$ cat src/rtl/matrix_cmd_seq_pkg.sv
// matrix_seq_pkg: shared types and constants for the MatrixMath command
// sequencer. Holds the sequencer state enum, the fixed command codes, the
// element count and helpers that build per-element load/read codes.
package matrix_seq_pkg;

  typedef enum logic [3:0] {
    ST_CLEAR,
    ST_CLEAR_GAP,
    ST_LOAD_WAIT,
    ST_LOAD_CMD,
    ST_LOAD_GAP,
    ST_READ_CMD,
    ST_READ_OUT,
    ST_READ_GAP,
    ST_DONE,
    ST_DONE_GAP
  } seq_state_e;

  localparam logic [7:0] CMD_IDLE      = 8'hBB;
  localparam logic [7:0] CMD_CLEAR     = 8'hAA;
  localparam logic [7:0] CMD_DONE      = 8'hEE;
  localparam logic [7:0] CMD_RD_D_BASE = 8'hD0;
  localparam logic [7:0] CMD_RD_E_BASE = 8'hE0;

  localparam int NUM_ELEMS = 18;
  localparam int IDX_W     = 5;

  typedef logic [IDX_W-1:0] idx_t;

  localparam idx_t LAST_IDX = idx_t'(NUM_ELEMS - 1);

  // Element k lives at {row, col} with row 1..6 (A in 1..3, B in 4..6).
  function automatic logic [7:0] load_code(idx_t k);
    logic [3:0] row;
    logic [3:0] col;
    row = 4'(k / 5'd3) + 4'd1;
    col = 4'(k % 5'd3) + 4'd1;
    return {row, col};
  endfunction

  // Results 0..8 read with 0xD0+j, results 9..17 with 0xE0+(j-9).
  function automatic logic [7:0] read_code(idx_t j);
    if (j < 5'd9) return CMD_RD_D_BASE + {3'b000, j};
    else          return CMD_RD_E_BASE + {3'b000, j - 5'd9};
  endfunction

endpackage

$ cat src/rtl/matrix_cmd_seq_if.sv
// matrix_cmd_seq_if: bundles the operand stream, the result stream and the
// MatrixMath core command bus.
//   s_valid/s_ready/s_data        operand byte stream into the sequencer
//   m_valid/m_ready/m_data/m_last result byte stream out of the sequencer
//   mm_data/mm_cmd                to core ui_in/uio_in
//   mm_result                     from core uo_out
// slave  = sequencer side, master = host/core side.
interface matrix_cmd_seq_if;
  logic       s_valid;
  logic       s_ready;
  logic [7:0] s_data;
  logic [7:0] mm_data;
  logic [7:0] mm_cmd;
  logic [7:0] mm_result;
  logic       m_valid;
  logic       m_ready;
  logic [7:0] m_data;
  logic       m_last;

  modport master (
    output s_valid, s_data, m_ready, mm_result,
    input  s_ready, mm_data, mm_cmd, m_valid, m_data, m_last
  );

  modport slave (
    input  s_valid, s_data, m_ready, mm_result,
    output s_ready, mm_data, mm_cmd, m_valid, m_data, m_last
  );
endinterface

$ cat src/rtl/matrix_cmd_seq_timer.sv
// seq_timer: loadable down-counter timing the hold, idle and read-wait
// intervals. Loading N-1 on entry to an interval makes done high in the
// interval's final cycle, so the owner leaves after exactly N cycles.
//   clk, rst_n  clock, async active-low reset
//   load        load load_val (takes priority over counting)
//   load_val    remaining cycles minus one
//   done        count has reached zero
module seq_timer #(
  parameter int W = 2
) (
  input  logic         clk,
  input  logic         rst_n,
  input  logic         load,
  input  logic [W-1:0] load_val,
  output logic         done
);
  logic [W-1:0] cnt_q;

  always_ff @(posedge clk or negedge rst_n) begin
    if (!rst_n)              cnt_q <= '0;
    else if (load)           cnt_q <= load_val;
    else if (cnt_q != '0)    cnt_q <= cnt_q - 1'b1;
  end

  assign done = (cnt_q == '0);
endmodule

$ cat src/rtl/matrix_cmd_seq.sv
// matrix_cmd_seq: host-side sequencer for the MatrixMath core. Takes 18
// operand bytes (A00..A22, B00..B22), issues clear/load/idle codes on
// mm_cmd with the operand on mm_data, then reads the 18 results back via
// read codes and returns them as a stream with m_last on the final byte.
//   clk, rst_n   clock, async active-low reset
//   bus          matrix_cmd_seq_if.slave (operand, result and core buses)
//   busy         high in every state except LOAD_WAIT
// Build option: MATRIX_SEQ_AUTOCLEAR_EN defined -> each run ends with a
// clear (0xAA, 0xBB) before the next operand is accepted; undefined -> the
// sequencer returns straight to LOAD_WAIT and core registers persist.
// Every output is a register loaded from the next-state decode, so mm_cmd
// only changes on state transitions.
module matrix_cmd_seq
  import matrix_seq_pkg::*;
#(
  parameter int HOLD_CYCLES = 1,
  parameter int IDLE_CYCLES = 1,
  parameter int READ_WAIT   = 2
) (
  input  logic                   clk,
  input  logic                   rst_n,
  matrix_cmd_seq_if.slave        bus,
  output logic                   busy
);
  localparam int MAX_D = (HOLD_CYCLES > IDLE_CYCLES) ?
                         ((HOLD_CYCLES > READ_WAIT) ? HOLD_CYCLES : READ_WAIT) :
                         ((IDLE_CYCLES > READ_WAIT) ? IDLE_CYCLES : READ_WAIT);
  localparam int TW    = (MAX_D > 1) ? $clog2(MAX_D) : 1;

  seq_state_e    state_q, state_d;
  idx_t          k_q, k_d, j_q, j_d;
  logic          tmr_load, tmr_done;
  logic [TW-1:0] tmr_val;
  logic [7:0]    cmd_d;

  seq_timer #(.W(TW)) u_timer (
    .clk      (clk),
    .rst_n    (rst_n),
    .load     (tmr_load),
    .load_val (tmr_val),
    .done     (tmr_done)
  );

  always_comb begin
    state_d = state_q;
    k_d     = k_q;
    j_d     = j_q;
    unique case (state_q)
      // Reset leaves mm_cmd at idle; stay until the clear code has been
      // on the bus for one cycle.
      ST_CLEAR:     if (bus.mm_cmd == CMD_CLEAR) state_d = ST_CLEAR_GAP;
      ST_CLEAR_GAP: if (tmr_done) state_d = ST_LOAD_WAIT;
      ST_LOAD_WAIT: if (bus.s_valid && bus.s_ready) state_d = ST_LOAD_CMD;
      ST_LOAD_CMD:  if (tmr_done) state_d = ST_LOAD_GAP;
      ST_LOAD_GAP: begin
        if (tmr_done) begin
          if (k_q == LAST_IDX) begin
            k_d     = '0;
            state_d = ST_READ_CMD;
          end else begin
            k_d     = k_q + 1'b1;
            state_d = ST_LOAD_WAIT;
          end
        end
      end
      ST_READ_CMD:  if (tmr_done) state_d = ST_READ_OUT;
      ST_READ_OUT:  if (bus.m_valid && bus.m_ready) state_d = ST_READ_GAP;
      ST_READ_GAP: begin
        if (tmr_done) begin
          if (j_q == LAST_IDX) begin
            j_d     = '0;
            state_d = ST_DONE;
          end else begin
            j_d     = j_q + 1'b1;
            state_d = ST_READ_CMD;
          end
        end
      end
      ST_DONE:      state_d = ST_DONE_GAP;
      ST_DONE_GAP: begin
        if (tmr_done) begin
`ifdef MATRIX_SEQ_AUTOCLEAR_EN
          state_d = ST_CLEAR;
`else
          state_d = ST_LOAD_WAIT;
`endif
        end
      end
      default:      state_d = ST_CLEAR;
    endcase
  end

  // Arm the shared timer with the length of whichever interval is entered.
  always_comb begin
    tmr_load = (state_d != state_q);
    case (state_d)
      ST_LOAD_CMD: tmr_val = TW'(HOLD_CYCLES - 1);
      ST_READ_CMD: tmr_val = TW'(READ_WAIT - 1);
      default:     tmr_val = TW'(IDLE_CYCLES - 1);
    endcase
  end

  // Read code stays up through READ_OUT so the core keeps driving the
  // result while the consumer stalls.
  always_comb begin
    case (state_d)
      ST_CLEAR:    cmd_d = CMD_CLEAR;
      ST_LOAD_CMD: cmd_d = load_code(k_d);
      ST_READ_CMD,
      ST_READ_OUT: cmd_d = read_code(j_d);
      ST_DONE:     cmd_d = CMD_DONE;
      default:     cmd_d = CMD_IDLE;
    endcase
  end

  always_ff @(posedge clk or negedge rst_n) begin
    if (!rst_n) begin
      state_q     <= ST_CLEAR;
      k_q         <= '0;
      j_q         <= '0;
      bus.mm_cmd  <= CMD_IDLE;
      bus.mm_data <= 8'h00;
      bus.s_ready <= 1'b0;
      bus.m_valid <= 1'b0;
      bus.m_data  <= 8'h00;
      bus.m_last  <= 1'b0;
      busy        <= 1'b1;
    end else begin
      state_q     <= state_d;
      k_q         <= k_d;
      j_q         <= j_d;
      bus.mm_cmd  <= cmd_d;
      bus.s_ready <= (state_d == ST_LOAD_WAIT);
      bus.m_valid <= (state_d == ST_READ_OUT);
      bus.m_last  <= (state_d == ST_READ_OUT) && (j_d == LAST_IDX);
      busy        <= (state_d != ST_LOAD_WAIT);
      if (bus.s_valid && bus.s_ready)
        bus.mm_data <= bus.s_data;
      // Capture on the last read-wait edge; held for the whole READ_OUT.
      if (state_q == ST_READ_CMD && state_d == ST_READ_OUT)
        bus.m_data <= bus.mm_result;
    end
  end
endmodule

$ cat src/flat_wrapper.sv
// flat-port wrapper written by rule: the top's interface ports become plain ports
module matrix_cmd_seq_flat import matrix_seq_pkg::*;
#(
  parameter int HOLD_CYCLES = 1,
  parameter int IDLE_CYCLES = 1,
  parameter int READ_WAIT   = 2
)
  (clk, rst_n, busy, bus_s_valid, bus_s_data, bus_m_ready, bus_mm_result, bus_s_ready, bus_mm_data, bus_mm_cmd, bus_m_valid, bus_m_data, bus_m_last);
  matrix_cmd_seq_if bus_i ();
  input  logic clk;
  input  logic rst_n;
  output logic busy;
  input wire logic [$bits(bus_i.s_valid)-1:0] bus_s_valid;
  input wire logic [$bits(bus_i.s_data)-1:0] bus_s_data;
  input wire logic [$bits(bus_i.m_ready)-1:0] bus_m_ready;
  input wire logic [$bits(bus_i.mm_result)-1:0] bus_mm_result;
  output wire logic [$bits(bus_i.s_ready)-1:0] bus_s_ready;
  output wire logic [$bits(bus_i.mm_data)-1:0] bus_mm_data;
  output wire logic [$bits(bus_i.mm_cmd)-1:0] bus_mm_cmd;
  output wire logic [$bits(bus_i.m_valid)-1:0] bus_m_valid;
  output wire logic [$bits(bus_i.m_data)-1:0] bus_m_data;
  output wire logic [$bits(bus_i.m_last)-1:0] bus_m_last;
  assign bus_i.s_valid = bus_s_valid;
  assign bus_i.s_data = bus_s_data;
  assign bus_i.m_ready = bus_m_ready;
  assign bus_i.mm_result = bus_mm_result;
  assign bus_s_ready = bus_i.s_ready;
  assign bus_mm_data = bus_i.mm_data;
  assign bus_mm_cmd = bus_i.mm_cmd;
  assign bus_m_valid = bus_i.m_valid;
  assign bus_m_data = bus_i.m_data;
  assign bus_m_last = bus_i.m_last;
  matrix_cmd_seq #(.HOLD_CYCLES(HOLD_CYCLES), .IDLE_CYCLES(IDLE_CYCLES), .READ_WAIT(READ_WAIT)) u_core (.clk(clk), .rst_n(rst_n), .bus(bus_i), .busy(busy));
endmodule
$ cat config.mk
export PLATFORM = sky130hd
export DESIGN_NAME = matrix_cmd_seq_flat
export DESIGN_NICKNAME = d
export VERILOG_FILES = /design/src/rtl/matrix_cmd_seq_pkg.sv /design/src/rtl/matrix_cmd_seq_if.sv /design/src/rtl/matrix_cmd_seq_timer.sv /design/src/rtl/matrix_cmd_seq.sv /design/src/flat_wrapper.sv
export SDC_FILE = /design/constraint.sdc
export NUM_CORES = 1
export LEC_CHECK = 0
export ABC_AREA = 1
export CORE_MARGIN = 2
export CORE_UTILIZATION = 35
export DETAILED_ROUTE_END_ITERATION = 8
export GPL_TIMING_DRIVEN = 0
export PLACE_DENSITY = 0.62
export SETUP_SLACK_MARGIN = 0.02
export SLEW_MARGIN = 20
export SYNTH_ARGS = -nofsm -noshare
export SYNTH_HDL_FRONTEND = slang
export SYNTH_SLANG_ARGS = --single-unit
export TNS_END_PERCENT = 30
$ cat constraint.sdc
create_clock -name clk -period 4.05 [get_ports clk]
set_clock_uncertainty 0.1 [all_clocks]
set_input_delay 0.405 -clock clk [delete_from_list [all_inputs] [get_ports clk]]
set_output_delay 0.405 -clock clk [all_outputs]
set_load 0.02 [all_outputs]
---- After elaboration in Yosys (flattened, before gate mapping) ----
Cells that the tools add are included.
cells by class
  add/subtract/negate cells ............... 8
  divide/modulo/power cells ............... 2
  order comparisons ....................... 1
  eq/ne operators ......................... 20
  multiplexer cells ....................... 22
  reduce and logical (&&, ||, !) cells .... 8
operators with widths
  kind                   count
  $mux W4                9
  $pmux W4 S9            1
  $pmux W8 S4            1
  $mux W5                6
  $eq A4 B3 Y1 const B   6
  $eq A4 B2 Y1 const B   4
  $eq A5 B5 Y1 const B   3
  $eq A4 B4 Y1 const B   3
  $add A5 B1 Y5 const B  2
  $add A4 B1 Y4 const B  2
  $add A7 B6 Y8 const A  1
  $eq A8 B8 Y1 const B   1
  $logic_not A4 Y1       2
  $mux W8                1
  $add A6 B6 Y7 const A  1
  $div A5 B2 Y5 const B  1
  $lt A5 B4 Y1 const B   1
  $mod A5 B2 Y5 const B  1
  $sub A5 B4 Y5 const B  1
  $eq A4 B1 Y1 const B   1
  $logic_and A1 B1 Y1    4
  $ne A4 B2 Y1 const B   1
  $ne A4 B4 Y1           1
  $reduce_or A2 Y1       2
  3 further kinds        5
word-level totals
  bits in registers ....................... 43
  output and inout bits ................... 28
  word-level logic and storage cells ...... 72

---- Depth between registers and ports, before layout ----
  depth in word-level cells ............... 8
  mapped depth ............................ 26
  gate-level depth less buffers ........... 24

---- Cells and area by module ----
Synthesis repeated with hierarchy kept, for this count alone.
unflattened totals
  cells, all modules ...................... 312
  area, all modules ....................... 2,658.8 µm²
by module, submodules not included
  module          instances  cells an instance  area each (µm²)  seq. area each (µm²)
  matrix_cmd_seq  1          308                2,622.5          1,059.8
  seq_timer       1          4                  36.3             25.0

---- Worst setup path after synthesis ----
OpenSTA, ideal clock, no wires.
  path kind ............................... register -> register
  start point ............................. reg u_core.state_q[1]
  end point ............................... reg u_core.bus.mm_cmd[2]
  arrival time ............................ 2.694 ns
  required time ........................... 3.820 ns
  path slack .............................. 1.125 ns
  cell stages (with the launch flop) ...... 23
  path buffers ............................ 1
  cell sequence ........................... dfrtp_1 -> buf_6 -> inv_1 -> nand2_2 -> nor2_8 -> nand2_1 -> nand2_2 -> nand2_1 -> nand2_2 -> nor2_1 -> a21oi_2 -> nand2_1 -> and2_1 -> ha_1 -> inv_1 -> nand4_4 -> xnor2_1 -> inv_1 -> ha_1 -> inv_1 -> nand2_1 -> nand3_1 -> o211ai_1
on the way
  longest elaborated chain between the ends .. 6
  elaborated cells on any way between the ends .. 36
ends and longest elaborated chain
  element                                                RTL line                 RTL
  start: declaration                                     matrix_cmd_seq.sv:30     seq_state_e state_q, state_d;
  start signal: assignment                               matrix_cmd_seq.sv:129    state_q <= state_d;
  branches (longest 5 deep; another with $mod A5 B2 Y5)  --
  $pmux W8 S4 *                                          matrix_cmd_seq.sv:106    case (state_d)
  net u_core.cmd_d[2]                                    matrix_cmd_seq.sv:34     logic [7:0] cmd_d;
  end signal: assignment                                 matrix_cmd_seq.sv:132    bus.mm_cmd <= cmd_d;
  end: declaration                                       matrix_cmd_seq_if.sv:27  output s_ready, mm_data, mm_cmd, m_valid, m_data, m_last
Mark *: on every way through the listed nets, which the timed path passes.
A chain may end at the register's enable or synchronous reset.

---- Final worst setup path ----
Ends and elaborated chain as after synthesis.

==> summary.md <==
| Metric | Value |
|---|---|
| WL final | `5860 um` |
| Fin util | `0.461` |
| Top Ports | `between 40 and 50` |
| Comb pwr share | `0.610` |
| Final Instance Area | `between 3000 and 4000 um2` |
| Slew Viols, Final | `0` |
| Yosys top cell by area | `dfrtp_1` |
| # DRC | `0` |
| First-pass GRT wire length | `10,100 um` |
| FF-to-FF setup slack | `0.73 ns` |
| Synth-to-layout area growth | `26.9%` |
| TritonRoute pass-1 iters | `4` |
| FP Rows | `31` |
| Layout cell share with drive strength beyond 1 | `0.234` |
| Sequential area share after synthesis | `0.410` |
| Internal power | `1390 uW` |
| Share of flip-flops with an asynchronous set or reset | `1.00` |
| Setup bufs post-CTS | `0` |
| Placed Area | `3260 um2` |
| Avg Cell Area, Syn | `between 8 and 9 um2` |
| Sw power | `1170 uW` |
| Initial antenna violation count | `0` |
| Xor/xnor share of the synthesized area | `0.0165` |
| Die Y | `91.0 um` |
| Reg2reg path depth | `22` |
| WP data required | `4.12 ns` |
| Largest family of logic cells by synthesized area | `simple AND/OR/NAND/NOR gates` |
| Number of CTS-inserted buffers | `5` |
| GRT overflow | `0` |
| Maximum clock path buffer count | `2` |
| Startpoint types | `flop` |
| DR vias | `2,213` |
| PnR worst setup slack | `0.727 ns` |
| Outcome | `finished, final reports clean` |
| Clock transition at path regs | `0.09 ns` |
| Routed len/inst | `12.9 um` |
| RSZ-0062 raised after global routing | `false` |
| DIE AREA | `8280 um2` |
| Actual slew at the worst max-slew pin | `between 0.7 and 0.8 ns` |
| Hold WS | `slightly above 0.4 ns` |
| RD Place Congestion | `about 0.83` |
| WHS Path Cells | `1` |
| Switch share | `0.457` |
| Post-route minimum period | `3.32 ns` |
| CTS tree | `yes` |
| Clock sink count | `43` |
| Flop pwr share | `0.280` |
| Kind of critical path | `reg2reg` |
| Peak VDD IR | `0.434 mV` |
| Fmax | `301 MHz` |
| Die width | `between 90 and 100 um` |
| DRT antenna net count | `0` |
| Final Cycle Share | `0.820` |
| Hold Crit Class | `reg2reg` |
| Top_reg_cell synth | `dfrtp_1` |
| Hpwl dp | `4660 um` |
| Critical path data arrival time | `between 3 and 4 ns` |
| Initial drt markers | `110` |
| MaxCap Viol Count | `0` |
| Ant diodes | `0` |
| DR vias/cell | `4.87` |
| Pre-CTS setup slack | `0.754 ns` |
| YS warnings | `0` |
| Starting density of the core | `0.363` |
| Complex-gate fraction of the synthesized area | `0.0761` |
| Multiplexer share of the synthesized area | `0.0681` |
| Final nets | `about 380` |
| Critical path endpoint category | `flop` |
| Synth top area share | `0.340` |
| Synth Cell Area | `2650 um2` |
| Clk pwr share | `0.110` |
| GRT Util Overall | `0.149` |
| Pwr Density | `approximately 760 nW/um2` |
| Hold EP | `u_core.bus.mm_data[6]` |
| CTS Root Cell | `clkbuf_8` |
| Crit-path max FO | `8` |
| Setup violations, final | `0` |
| Hold Vio Cnt, Final | `0` |
| Core footprint | `7290 um2` |
| # port buffers | `47` |
| Worst r2r src | `u_core.state_q[1]` |
| Vias in the first global route | `approximately 2.2k` |
| Net count after synthesis | `~330` |
| Relative slew slack | `0.487` |
| #FFs+latches synth | `43` |
| Post-synthesis cell count | `298` |
| Worst-skew pair later-pin latency | `0.30 ns` |
| Number of synthesized flops with an enable pin | `0` |
| Worst Hold Launch | `u_core.bus.mm_data[6]` |
| Simple-Gate Fraction of Synth Area | `0.308` |
| Leak | `about 0.0015 uW` |
| Cell variety after synth | `42` |
| Sum Neg Setup Slack | `0 ns` |
| Adder-Cell Fraction of Synth Area | `0.0473` |
| Synth area leaders | `dfrtp_1 34%, nand2_1 7.2%, dfstp_2 6.9%, mux2_2 6.8%, inv_1 4.8%` |
| Pin count of the biggest net entering global routing | `31` |
| H-tree levels | `2` |
| Critical R2R Capture | `u_core.bus.mm_cmd[2]` |
## layout by cell type (no fill, tap or decap), types with 2 or more instances in the layout
master,n
nand2_1,51
clkdlybuf4s50_1,46
dfrtp_1,36
inv_1,34
nand3_1,25
nor2_1,22
mux2_2,16
nand2_2,14
ha_1,10
nor3_1,9
nand2_4,8
inv_2,7
dfstp_2,7
o21ai_0,6
o211ai_1,5
clkbuf_8,5
a21oi_1,4
xor2_1,4
buf_6,3
nor2_4,3
nand3_2,3
nor2_2,3
nand4_1,3
o31ai_1,2
o21ai_2,2
o21a_1,2
a31oi_1,2
clkinvlp_4,2
## final cells by class
| cell class | count | area, um2 |
|---|---|---|
| plain buffers | 3 | 33.8 |
| clock buffers | 5 | 68.8 |
| clock inverters | 3 | 23.8 |
| fillers | 736 | 3930 |
| inverters | 42 | 163 |
| multi-input cells | 210 | 1370 |
| flip-flops and latches | 43 | 1080 |
| well taps | 99 | 124 |
| repair buffers | 49 | 495 |
## flip-flops by register name (all words and copies together), names as in the netlist
name,count
u_core.bus.m_valid,1
u_core.bus.m_last,1
u_core.busy,1
u_core.bus.mm_cmd,8
u_core.bus.s_ready,1
u_core.state_q,4
u_core.bus.m_data,8
u_core.j_q,5
u_core.bus.mm_data,8
u_core.k_q,5
u_core.u_timer.cnt_q,1
## Yosys cell counts (2+ instances only)
library cell / instances
nor2_1: 22
nand3_1: 25
mux2_2: 16
o21ai_0: 6
o21a_1: 2
nor2_4: 3
dfrtp_1: 36
inv_2: 7
o21ai_2: 2
nand2_1: 51
nand2_2: 14
nand3_2: 3
ha_1: 10
buf_6: 3
inv_1: 34
nand4_1: 3
o211ai_1: 5
a21oi_1: 4
xor2_1: 4
nand2_4: 8
nor3_1: 9
o31ai_1: 2
nor2_2: 3
dfstp_2: 7
a31oi_1: 2
## repair_timing
item,CTS,global route
gates resized for setup,0,0
hold buffers,1,0
endpoints found under the hold margin,11,0
## worst max path at each step
stage	start	end	slack, ns	cells after the start
final	u_core.state_q[1]	u_core.bus.mm_cmd[2]	0.73	22
after global routing	u_core.state_q[1]	u_core.bus.mm_cmd[2]	0.33	22
after CTS	u_core.state_q[1]	u_core.bus.mm_cmd[2]	0.72	22
after detailed placement	u_core.state_q[1]	u_core.bus.mm_cmd[2]	0.75	22
after global placement	u_core.state_q[1]	u_core.bus.mm_cmd[2]	0.76	22
after floorplan	u_core.state_q[1]	u_core.bus.mm_cmd[2]	1.13	22
## per-layer routing
metal	vias up	global-route usage	wire (um)	share of wire
met3	5	0.0315	309	0.053
met5	-	0	0	0
met2	63	0.260	2890	0.49
met4	0	0.0379	62	0.011
li1	1094	-	-	-
met1	1051	0.186	2590	0.44
## power groups by stage
stage               logic, uW  clock network (uW)  registers [uW]
floorplan                 930                   0             868
global placement         1540                   0             717
detailed placement       1560                   0             725
CTS                      1580                 291             716
global route             1750                 305             741
finish                   1560                 281             717
## cells by family (layout without fill, tap and decap cells)
family	count (synthesis)	count (layout)
multiplexers	16	16
AO/OA/AOI/OAI	30	30
flip-flops	43	43
buffers and inverters	45	102
adder cells (fa/ha/maj)	10	10
XOR/XNOR	5	5
AND/OR/NAND/NOR	149	149
## worst max-delay path: stages (launching register included)
cell,delay (ns)
dfrtp_1,0.38
buf_6,0.13
inv_1,0.12
nand2_2,0.13
nor2_8,0.15
nand2_1,0.08
nand2_2,0.07
nand2_1,0.11
nand2_2,0.10
nor2_1,0.05
a21oi_2,0.16
nand2_1,0.11
and2_1,0.18
ha_1,0.21
inv_1,0.13
nand4_4,0.19
xnor2_1,0.22
inv_1,0.07
ha_1,0.20
inv_1,0.06
nand2_1,0.05
nand3_1,0.08
o211ai_1,0.11
## per-stage QoR
step | std cells | power, uW
3_3_place_gp | 444 | 2260
5_1_grt | 454 | 2800
4_1_cts | 454 | 2580
2_1_floorplan | 298 | 1800
3_5_place_dp | 445 | 2290
6_report | 454 | 2560
Note: power is estimated with default switching activity, not from simulation.
